[src/rtl/front_end_pkg.sv]
// Shared front-end definitions: bubble word, default widths, opcodes, fetch entry.
package front_end_pkg;

  localparam int unsigned IW_DEFAULT  = 16;
  localparam int unsigned PCW_DEFAULT = 16;

  // Opcode 1111 has no writeback and no memory access, so it serves as a bubble
  localparam logic [15:0] NOP_INSTR = 16'hF000;

  localparam logic [3:0] OP_ADD  = 4'b0000;
  localparam logic [3:0] OP_ADI  = 4'b0001;
  localparam logic [3:0] OP_NAND = 4'b0010;
  localparam logic [3:0] OP_LHI  = 4'b0011;
  localparam logic [3:0] OP_LW   = 4'b0100;
  localparam logic [3:0] OP_SW   = 4'b0101;
  localparam logic [3:0] OP_BEQ  = 4'b1100;
  localparam logic [3:0] OP_JAL  = 4'b1000;
  localparam logic [3:0] OP_JLR  = 4'b1001;

  typedef struct packed {
    logic [IW_DEFAULT-1:0]  instr;
    logic [PCW_DEFAULT-1:0] pc;
  } fetch_entry;

endpackage

[src/rtl/fdq_storage.sv]
// Entry array for the fetch/decode queue: DEPTH x DW, two write ports, two async read ports.
//   we0/waddr0/wdata0, we1/waddr1/wdata1 : write ports (addresses never collide when both enabled)
//   raddr0/rdata0, raddr1/rdata1          : combinational read ports
module fdq_storage
  import front_end_pkg::*;
#(
  parameter int unsigned DEPTH = 8,
  parameter int unsigned DW    = 32,
  localparam int unsigned PW   = $clog2(DEPTH)
) (
  input  logic          clk,
  input  logic          we0,
  input  logic [PW-1:0] waddr0,
  input  logic [DW-1:0] wdata0,
  input  logic          we1,
  input  logic [PW-1:0] waddr1,
  input  logic [DW-1:0] wdata1,
  input  logic [PW-1:0] raddr0,
  output logic [DW-1:0] rdata0,
  input  logic [PW-1:0] raddr1,
  output logic [DW-1:0] rdata1
);

  logic [DW-1:0] mem_q [DEPTH];

  // Contents need no reset; validity is tracked by the occupancy count
  always_ff @(posedge clk) begin
    if (we0) mem_q[waddr0] <= wdata0;
    if (we1) mem_q[waddr1] <= wdata1;
  end

  assign rdata0 = mem_q[raddr0];
  assign rdata1 = mem_q[raddr1];

endmodule

[src/rtl/fetch_decode_queue.sv]
// Dual-issue instruction queue between fetch and the two decoders.
//   flush               : redirect, discards every entry (beats push/pop)
//   push_cnt, in_*      : 0-2 fetched instructions, in_instr0 older
//   in_ready            : room for two entries (registered state only)
//   pop_cnt             : entries retired by the decoders (clamped to occupancy)
//   out_valid/instr/pc  : two oldest entries in program order, NOP/0 when empty
//   occupancy           : current entry count
module fetch_decode_queue
  import front_end_pkg::*;
#(
  parameter int unsigned    DEPTH     = 8,
  parameter int unsigned    IW        = IW_DEFAULT,
  parameter int unsigned    PCW       = PCW_DEFAULT,
  parameter logic [IW-1:0]  NOP_INSTR = IW'(front_end_pkg::NOP_INSTR),
  localparam int unsigned   OCW       = $clog2(DEPTH + 1)
) (
  input  logic           clk,
  input  logic           rst_n,
  input  logic           flush,
  input  logic [1:0]     push_cnt,
  input  logic [IW-1:0]  in_instr0,
  input  logic [PCW-1:0] in_pc0,
  input  logic [IW-1:0]  in_instr1,
  input  logic [PCW-1:0] in_pc1,
  output logic           in_ready,
  input  logic [1:0]     pop_cnt,
  output logic           out_valid0,
  output logic [IW-1:0]  out_instr0,
  output logic [PCW-1:0] out_pc0,
  output logic           out_valid1,
  output logic [IW-1:0]  out_instr1,
  output logic [PCW-1:0] out_pc1,
  output logic [OCW-1:0] occupancy
);

  localparam int unsigned PW = $clog2(DEPTH);
  localparam int unsigned DW = IW + PCW;

  logic [PW-1:0]  head_q, head_d, tail_q, tail_d;
  logic [OCW-1:0] occ_q, occ_d;
  logic [1:0]     push_req, pop_req, eff_push, eff_pop;
  logic           ready_c;
  logic           we0, we1;
  logic [PW-1:0]  waddr0, waddr1, raddr0, raddr1;
  logic [DW-1:0]  wdata0, wdata1, rdata0, rdata1;

  // Pointer / count next-state
  always_comb begin
    ready_c  = occ_q <= OCW'(DEPTH - 2);
    push_req = (push_cnt == 2'd3) ? 2'd2 : push_cnt;
    pop_req  = (pop_cnt == 2'd3) ? 2'd2 : pop_cnt;
    eff_push = ready_c ? push_req : 2'd0;
    // Clamp only matters when occupancy is 0 or 1, so its low bits suffice
    eff_pop  = (OCW'(pop_req) > occ_q) ? occ_q[1:0] : pop_req;

    head_d = head_q + PW'(eff_pop);
    tail_d = tail_q + PW'(eff_push);
    occ_d  = occ_q + OCW'(eff_push) - OCW'(eff_pop);
    if (flush) begin
      head_d = '0;
      tail_d = '0;
      occ_d  = '0;
    end

    we0    = !flush && (eff_push != 2'd0);
    we1    = !flush && (eff_push == 2'd2);
    waddr0 = tail_q;
    waddr1 = tail_q + PW'(1);
    wdata0 = {in_instr0, in_pc0};
    wdata1 = {in_instr1, in_pc1};
    raddr0 = head_q;
    raddr1 = head_q + PW'(1);
  end

  always_ff @(posedge clk or negedge rst_n) begin
    if (!rst_n) begin
      head_q <= '0;
      tail_q <= '0;
      occ_q  <= '0;
    end else begin
      head_q <= head_d;
      tail_q <= tail_d;
      occ_q  <= occ_d;
    end
  end

  fdq_storage #(
    .DEPTH (DEPTH),
    .DW    (DW)
  ) u_storage (
    .clk    (clk),
    .we0    (we0),
    .waddr0 (waddr0),
    .wdata0 (wdata0),
    .we1    (we1),
    .waddr1 (waddr1),
    .wdata1 (wdata1),
    .raddr0 (raddr0),
    .rdata0 (rdata0),
    .raddr1 (raddr1),
    .rdata1 (rdata1)
  );

  // Outputs derive from registered state only; invalid slots show a bubble
  always_comb begin
    in_ready   = ready_c;
    occupancy  = occ_q;
    out_valid0 = occ_q != '0;
    out_valid1 = occ_q >= OCW'(2);
    out_instr0 = out_valid0 ? rdata0[DW-1 -: IW] : NOP_INSTR;
    out_pc0    = out_valid0 ? rdata0[PCW-1:0]    : '0;
    out_instr1 = out_valid1 ? rdata1[DW-1 -: IW] : NOP_INSTR;
    out_pc1    = out_valid1 ? rdata1[PCW-1:0]    : '0;
  end

  a_push_cnt_legal: assert property (@(posedge clk) disable iff (!rst_n) push_cnt != 2'd3)
    else $error("push_cnt=3 is illegal");

endmodule

[config.mk]
export PLATFORM = sky130hd
export DESIGN_NAME = fetch_decode_queue
export DESIGN_NICKNAME = d
export VERILOG_FILES = /design/src/rtl/front_end_pkg.sv /design/src/rtl/fdq_storage.sv /design/src/rtl/fetch_decode_queue.sv
export SDC_FILE = /design/constraint.sdc
export NUM_CORES = 1
export LEC_CHECK = 0
export BUFFER_PORTS_ARGS = -buffer_cell sky130_fd_sc_hd__buf_2
export CAP_MARGIN = 5
export CORE_AREA = 8 8 174 176
export DETAILED_ROUTE_END_ITERATION = 12
export DIE_AREA = 0 0 182 184
export PLACE_DENSITY = 0.83
export SETUP_SLACK_MARGIN = 0.4
export SLEW_MARGIN = 20
export SYNTH_ARGS = -nofsm -noshare
export SYNTH_HDL_FRONTEND = slang
export SYNTH_SLANG_ARGS = --single-unit
[constraint.sdc]
create_clock -name clk -period 4.75 [get_ports clk]
set_input_delay 0.2375 -clock clk [delete_from_list [all_inputs] [get_ports clk]]
set_output_delay 0.2375 -clock clk [all_outputs]
set_load 0.02 [all_outputs]
-- Word level (Yosys, flattened, before mapping)
Memory sizes are Yosys's and may differ from the RTL's.
Cells that the tools add are included.
- word-level logic and storage cells: 36
- RAM bits: 256
- memories kept: 1
- input bits: 71
- flip-flop bits (word level): 10
- output and inout port bits: 71
- muxes and demuxes: 15
- reductions and logical operators: 5
- magnitude comparators: 3
- eq/ne operators: 3
- add/sub/neg operators: 6
- memory list (memory ; words ; width ; rd ports ; clocked after memory_dff ; write ports ; line ; source):
    u_storage.mem_q ; 8 ; 32 ; 2 ; 0 ; 2 ; fdq_storage.sv:24 ; logic [DW-1:0] mem_q [DEPTH];
- operators by type and width (kind ; count):
    16-bit two-way mux ; 4
    2-bit two-way mux ; 4
    3-bit by 1-bit adder with 3-bit output (second input constant) ; 2
    3-bit by 2-bit adder with 3-bit output ; 2
    2-bit == test (second input constant) ; 3
    3-bit two-way mux ; 2
    4-bit by 2-bit adder with 4-bit output ; 1
    4-bit by 2-bit >= comparator with 1-bit output (second input constant) ; 1
    2-bit by 4-bit greater-than comparator with 1-bit output ; 1
    4-bit by 3-bit <= comparator with 1-bit output (second input constant) ; 1
    1-bit two-way mux ; 4
    4-bit two-way mux ; 1
    4-bit nonzero test ; 1
    4-bit by 2-bit subtractor with 4-bit output ; 1
    1-bit logical AND ; 2
    2-bit nonzero test ; 1
    1-bit zero test ; 1

-- Longest topological paths before layout
Gate-level depths: netlist of the first run.
- depth in word-level cells: 7
- mapped depth: 14
- mapped depth without buffers: 13

-- By module
A second synthesis of the first run with hierarchy kept.
- cells, all modules: 940
- area total of the unflattened synthesis: 16339.4 µm²
- by module, submodules not included (module ; area an instance (µm²) ; cells each ; sequential area each (µm²) ; times used):
    fdq_storage ; 15080.7 ; 794 ; 7687.4 ; 1
    fetch_decode_queue ; 1258.7 ; 146 ; 250.2 ; 1

-- Worst setup path before layout of the first run
No wires, ideal clock.
- path kind: register to register
- start point: register tail_q[1]
- end point: memory u_storage.mem_q[5][0], enable pin
- data arrival time: 2862 ps
- slack: 1456 ps
- path buffers: 0
- stages on the path, launching flop included: 5
- data required time: 4318 ps
- clock period less this slack: 3294 ps
- setup time: 432 ps
- cells stage by stage: dfrtp_1 ha_1 nor4b_2 nand2_1 a21oi_1
- RTL lines (element ; line ; source):
    start, declared ; fetch_decode_queue.sv:39 ; logic [PW-1:0] head_q, head_d, tail_q, tail_d;
    start signal, assigned ; fetch_decode_queue.sv:82 ; tail_q <= tail_d;
    end, declared ; fdq_storage.sv:24 ;

-- Final worst setup path of the first run
- start point: register head_q[1]
- end point: output port out_pc1[15]
- word-level cells in the longest chain between the ends: 3
- RTL lines (element ; line ; source):
    start, declared ; fetch_decode_queue.sv:39 ;
    start signal, assigned ; fetch_decode_queue.sv:77 ; head_q <= '0;
    start signal, assigned ; fetch_decode_queue.sv:81 ; head_q <= head_d;
    3-bit by 1-bit adder with 3-bit output ; fetch_decode_queue.sv:72 ; raddr1 = head_q + PW'(1);
    memory 8 x 32 bit ; n/a ;
    16-bit two-way mux ; fetch_decode_queue.sv:113 ; out_pc1 = out_valid1 ? rdata1[PCW-1:0] : '0;
    end, declared ; fetch_decode_queue.sv:32 ; output logic [PCW-1:0] out_pc1,
Every way passes these cells.

==> results.sh, run 1 <==
export IMPL_ys_async_sr_fraction=0.0376
export IMPL_placed_cell_area_um2=17200
export IMPL_cts_sinks=266
export IMPL_crit_fanout=44
export IMPL_htreeDepth=1
export IMPL_ir_worst_vdd_mv=0.574
export IMPL_grt_pass1_wl_um=67900
export IMPL_stdcell_count=1673
export IMPL_min_period_ns=4.12
export IMPL_hold_class="in -> reg"
export IMPL_io_pins=142
export IMPL_post_cts_buffers=0
export IMPL_finalMaxSlewViolations=0
export IMPL_clock_latency_ns=0.55
export IMPL_synth_cells=1191
export IMPL_final_common_cell="edfxtp_1"
export IMPL_leakage_uw=0.00636
export IMPL_cap_violations=0
export IMPL_stdcell_area_um2=18200
export IMPL_power_density_nw_per_um2=625
export IMPL_root_buffer="clkbuf_16"
export IMPL_grtUsageMet1=0.324
export IMPL_startpoint_type="register"
export IMPL_seq_area_frac_synth=0.490
export IMPL_reg2reg_to="occupancy[3]$_DFF_PN0_"
export IMPL_path_class="reg -> out"
export IMPL_numCtsBuffers=29
export IMPL_ys_warnings_count=0
export IMPL_synth_area_um2=16200
export IMPL_area_growth_pct=12.5
export IMPL_rows=61
export IMPL_cp_arrival_ns=3.88
export IMPL_ys_seq_elements=266
export IMPL_place_ws_ns=0.777
export IMPL_hold_path_cell_count=2
export IMPL_grt_pass1_vias=11800
export IMPL_drt_total_wl_um=45300
export IMPL_grt_max_degree=86
export IMPL_timing_rr_start="occupancy[3]$_DFF_PN0_"
export IMPL_slew_headroom=0.195
export IMPL_r2r_cells=12
export IMPL_max_freq_mhz=243
export IMPL_cp_required_ns=4.51
export IMPL_routed_via_count=11300
export IMPL_finalSetupViolCount=0
export IMPL_skew_ns=0.0130
export IMPL_setup_tns_ns=0
export IMPL_io_buffers=141
export IMPL_worstHoldStart="flush"
export IMPL_rrSetupSlack_ns=1.14
export IMPL_final_cell_mix="edfxtp_1, mux2_2, buf_2, mux2i_1, mux2_1"
export IMPL_grt_busiest_layer="met2"
export IMPL_grtUsageMet2=0.440
export IMPL_clk_pin_slew_ns=0.06
export IMPL_use_met3=0.0638
export IMPL_core_area_um2=27500
export IMPL_die_h_um=184
export IMPL_ant_nets=0
export IMPL_die_x_um=182
export IMPL_hold_violations=0
export IMPL_routedWlPerCell_um=27.0
export IMPL_min_delay_worst_endpoint="occupancy[2]$_DFF_PN0_"
export IMPL_syn_area_per_cell_um2=13.6
export IMPL_drc_errors=0
export IMPL_syn_nets=1279
export IMPL_grt_use_total=0.262
export IMPL_start_util=0.589
export IMPL_antenna_found_initial=8
export IMPL_nets=1389
export IMPL_routabilityCongestion=0.806
export IMPL_rsz0062_at_grt="false"
export IMPL_drive_gt1_frac=0.348
export IMPL_synth_ff_type="edfxtp_1"
export IMPL_endpoint_kind="output pin"
export IMPL_dieArea_um2=33500
export IMPL_layout_setup_ws_ns=0.635
export IMPL_placedCellCount=1613
export IMPL_status="complete, no violations"
export IMPL_period_share=0.866
export IMPL_cts_tree="done"
export IMPL_first_iter_violations=1156
export IMPL_dp_hpwl_um=26300
export IMPL_post_drt_via_cell_ratio=6.78
export IMPL_synth_lib_cells_used_distinct=45
export IMPL_synth_edff_count=256
export IMPL_cts_buffer_depth=3
export IMPL_first_pass_iters=5
export IMPL_total_power_uw=11400
export IMPL_grt_ovfl_total=0
export IMPL_worst_pin_slew_ns=1.21
layout make-up:
cell class	instances	area, µm²
fillers	1932	9270
multi-input cells	822	7860
flip-flops and latches	266	7940
clock buffers	38	800
clock inverters	16	134
diodes	3	7.51
repair buffers	173	1000
well taps	346	433
inverters	9	33.8
stage by stage:
stage	util	hold slack (ns)
after global placement	0.626	0.120
after CTS	0.660	0.0471
after global routing	0.663	0.0662
after detailed placement	0.626	0.121
final	0.663	0.0616
after floorplan	-	-0.0581
timing repair:
item,in CTS,in global routing
setup endpoints to repair,0,1
hold buffers,1,0
hold endpoints to repair,10,0
gates resized for setup,0,1
cell usage after synthesis, types with 4 or more instances:
| cell | number | area, µm² |
|---|---|---|
| dfrtp_1 | 10 | 250 |
| a22oi_1 | 30 | 225 |
| edfxtp_1 | 256 | 7690 |
| nand2b_1 | 4 | 25.0 |
| nand3_2 | 7 | 70.1 |
| and2_1 | 4 | 25.0 |
| mux2_2 | 196 | 2210 |
| xnor2_1 | 4 | 35.0 |
| inv_1 | 9 | 33.8 |
| mux2i_1 | 129 | 1290 |
| a2111oi_2 | 11 | 165 |
| nand3b_1 | 5 | 37.5 |
| buf_4 | 27 | 203 |
| a211oi_1 | 56 | 420 |
| clkbuf_1 | 32 | 120 |
| and3_1 | 28 | 175 |
| a22o_1 | 4 | 35.0 |
| buf_2 | 28 | 140 |
| nand2_1 | 17 | 63.8 |
| o22ai_1 | 28 | 175 |
| a2111oi_0 | 7 | 61.3 |
| mux2_1 | 120 | 1350 |
| nor2b_1 | 64 | 400 |
| nand3_1 | 4 | 20.0 |
| a2111oi_1 | 10 | 100 |
| o21ai_0 | 10 | 50.1 |
| a21oi_1 | 35 | 175 |
| nor2_1 | 9 | 33.8 |
| ha_1 | 13 | 163 |
| fa_1 | 4 | 80.1 |
| mux4_2 | 8 | 180 |
| buf_1 | 6 | 22.5 |
routing by layer:
layer  share of wire  vias up  wire length (µm)
met3            0.10      118              4620
met2            0.49      647             22000
met1            0.38     5613             17300
met5          0.0013        -                58
met4           0.029       10              1290
li1                -     4955                 -
power by group:
| part | switching (µW) | internal [µW] | leakage [µW] |
|---|---|---|---|
| Sequential | 224 | 2880 | 0.00245 |
| Combinational | 3710 | 2340 | 0.00346 |
| Clock | 936 | 1290 | 0.000450 |
| Total | 4870 | 6510 | 0.00636 |
cells by family after synthesis:
logic type / after synthesis / synth area share
AO/OA/AOI/OAI: 194 / 0.0883
XOR/XNOR: 7 / 0.00518
AND/OR/NAND/NOR: 150 / 0.0571
adder cells (fa/ha/maj): 17 / 0.0150
multiplexers: 454 / 0.312
flip-flops: 266 / 0.490
buffers and inverters: 103 / 0.0325
sequential cells by signal (all words and copies together), names as in the netlist:
signal	count
tail_q	3
head_q	3
occupancy	4
u_storage.mem_q	256
worst max path at each step:
stage	start	end
final	head_q[1]$_DFF_PN0_	out_pc1[15]
after global routing	head_q[1]$_DFF_PN0_	out_pc1[15]
after CTS	head_q[1]$_DFF_PN0_	out_pc1[15]
after detailed placement	occupancy[3]$_DFF_PN0_	occupancy[3]$_DFF_PN0_
after global placement	occupancy[3]$_DFF_PN0_	occupancy[3]$_DFF_PN0_
after floorplan	tail_q[1]$_DFF_PN0_	u_storage.mem_q[5][0]$_DFFE_PP_
worst max-delay path, stage by stage (launching register included):
cell and delay (ns):
dfrtp_4 0.73, ha_4 0.29, xnor2_2 0.50, nand2b_1 0.33
buf_4 0.45, o22ai_1 0.15, a2111oi_0 0.58, buf_2 0.28
Power figures use the tool's default switching activity.
==> inputs of run 2 (changes only) <==
--- a/config.mk
+++ b/config.mk
@@ -7,9 +7,9 @@
 export LEC_CHECK = 0
 export BUFFER_PORTS_ARGS = -buffer_cell sky130_fd_sc_hd__buf_2
 export CAP_MARGIN = 5
-export CORE_AREA = 8 8 174 176
+export CORE_AREA = 8 8 183 167
 export DETAILED_ROUTE_END_ITERATION = 12
-export DIE_AREA = 0 0 182 184
+export DIE_AREA = 0 0 191 175
 export PLACE_DENSITY = 0.83
 export SETUP_SLACK_MARGIN = 0.4
 export SLEW_MARGIN = 20
==> run 2 against run 1 <==
  * Sequential power is essentially flat
  * Clock-buffer cell count decreased by 3
  * Register-to-register slack better by 0.14 ns
  * Utilization about the same
  * Via count about the same
  * Worst hold slack worse by 0.010 ns
  * Largest power group unchanged
  * Highest routed layer unchanged
==> results.sh, run 2 (synthesis gave the netlist of run 1 again) <==
export IMPL_status="complete, no violations"
export IMPL_rsz0062_at_grt="false"
export IMPL_drc_errors=0
export IMPL_fin_util=0.662
export IMPL_routedWlPerCell_um=27.3
export IMPL_finalSetupViolCount=0
export IMPL_drive_gt1_frac=0.348
export IMPL_worst_pin_slew_ns=1.23
export IMPL_power_internal_uw=6390
export IMPL_io_pins=142
export IMPL_clk_pin_slew_ns=0.06
export IMPL_cts_buffer_depth=3
export IMPL_ir_worst_vdd_mv=0.403
export IMPL_cp_arrival_ns=3.97
export IMPL_max_freq_mhz=238
export IMPL_p_sw_uw=4840
export IMPL_hold_path_cell_count=2
export IMPL_comb_power_share=0.542
export IMPL_p_sw_frac=0.431
export IMPL_cap_violations=0
export IMPL_area_growth_pct=12.6
export IMPL_ant_nets=0
export IMPL_drt_total_wl_um=46300
export IMPL_cts_tree="done"
export IMPL_routed_via_count=11400
export IMPL_skew_ns=0.0254
export IMPL_p_clk_frac=0.181
export IMPL_grt_use_total=0.269
export IMPL_grt_pass1_wl_um=69800
export IMPL_worstPathCellList="ha_4 > xnor2_2 > nand2b_1 > buf_4 > o22ai_1 > a2111oi_0 > buf_2"
export IMPL_die_x_um=191
export IMPL_clock_latency_ns=0.56
export IMPL_start_util=0.589
export IMPL_cp_startpoint="head_q[1]$_DFF_PN0_"
export IMPL_rows=58
export IMPL_die_h_um=175
export IMPL_routabilityCongestion=0.825
export IMPL_max_stage_delay_ns=0.75
export IMPL_path_class="reg -> out"
export IMPL_crit_fanout=48
export IMPL_root_buffer="clkbuf_16"
export IMPL_power_density_nw_per_um2=616
export IMPL_reg2reg_to="occupancy[3]$_DFF_PN0_"
export IMPL_crit_buf_inv=2
export IMPL_cts_sinks=266
export IMPL_grt_max_degree=73
export IMPL_grt_pass1_vias=11900
export IMPL_dieArea_um2=33400
export IMPL_startpoint_type="register"
export IMPL_largest_register_ffs=256
export IMPL_first_pass_iters=5
export IMPL_core_area_um2=27500
export IMPL_final_common_cell="edfxtp_1"
export IMPL_finalMaxSlewViolations=0
export IMPL_grt_ovfl_total=0
export IMPL_r2r_cells=13
export IMPL_slowest_stage="a2111oi_0"
export IMPL_post_drt_via_cell_ratio=6.70
export IMPL_timing_rr_start="occupancy[3]$_DFF_PN0_"
export IMPL_worstHoldStart="flush"
export IMPL_dp_hpwl_um=28800
export IMPL_multi_input_area_um2=7860
export IMPL_fillerInstances=1986
export IMPL_hold_class="in -> reg"
export IMPL_slew_headroom=0.176
export IMPL_power_frac_seq=0.277
export IMPL_numCtsBuffers=28
export IMPL_critPathTopFamily="compound AO/OA/AOI/OAI gates"
export IMPL_leakage_uw=0.00637
export IMPL_endpoint_kind="output pin"
export IMPL_rrSetupSlack_ns=1.28
export IMPL_period_share=0.885
export IMPL_htreeDepth=1
export IMPL_first_iter_violations=988
export IMPL_io_buffers=141
export IMPL_hold_violations=0
export IMPL_final_cell_mix="edfxtp_1, mux2_2, buf_2, mux2i_1, mux2_1"
export IMPL_seqCellArea_um2=7940
export IMPL_min_delay_worst_endpoint="tail_q[2]$_DFF_PN0_"
export IMPL_min_period_ns=4.20
export IMPL_cp_required_ns=4.51
export IMPL_nets=1399
export IMPL_max_flop_register="u_storage.mem_q"
export IMPL_antenna_found_initial=9
export IMPL_setup_tns_ns=0
==> run 2: worst max path at each step <==
| stage | end | slack (ns) | depth (start not counted) |
|---|---|---|---|
| 5_1_grt | out_instr1[2] | 0.52 | 7 |
| 2_1_floorplan | u_storage.mem_q[5][0]$_DFFE_PP_ | 1.46 | 4 |
| 3_5_place_dp | occupancy[3]$_DFF_PN0_ | 1.00 | 13 |
| 6_report | out_instr1[2] | 0.55 | 7 |
| 4_1_cts | out_pc1[15] | 0.52 | 6 |
| 3_3_place_gp | out_instr1[15] | 1.16 | 6 |
==> run 2: power by group through the flow <==
stage | clock network [µW] | registers, µW | logic (µW)
after detailed placement | 0 | 3150 | 5930
after floorplan | 0 | 3050 | 4180
after global routing | 2130 | 3140 | 6450
after CTS | 2050 | 3110 | 5970
final | 2030 | 3110 | 6080
after global placement | 0 | 3140 | 5810
==> run 2: metrics by stage <==
step                      power, µW  hold slack (ns)  setup slack (ns)  area, µm²  cells
after floorplan                7230          -0.0581              1.46      16200   1191
after global placement         8950            0.116              1.16      17300   1638
after detailed placement       9080            0.120              1.00      17300   1638
after CTS                     11100           0.0427             0.522      18100   1684
after global routing          11700           0.0583             0.524      18200   1693
final                         11200           0.0512             0.546      18200   1694
==> run 2: metal layers <==
metal / share of wire / GRT usage / wire (µm)
met5: 0.00056 / 0 / 26
met4: 0.032 / 0.116 / 1490
met3: 0.082 / 0.0500 / 3780
met2: 0.50 / 0.456 / 23200
met1: 0.38 / 0.332 / 17800
==> run 2: what timing repair did <==
item / in CTS / in global routing
setup endpoints to repair: 0 / 8
hold buffers: 1 / 0
endpoints found under the hold margin: 10 / 0
buffers inserted: 0 / 1
resized for setup: 0 / 1
==> run 2: layout make-up <==
type | count | area share
inverter | 9 | 0.00185
clock buffer | 35 | 0.0411
multi-input combinational | 822 | 0.431
tap | 360 | 0.0247
sequential | 266 | 0.436
antenna | 8 | 0.00110
timing repair buffer | 184 | 0.0604
clock inverter | 10 | 0.00391
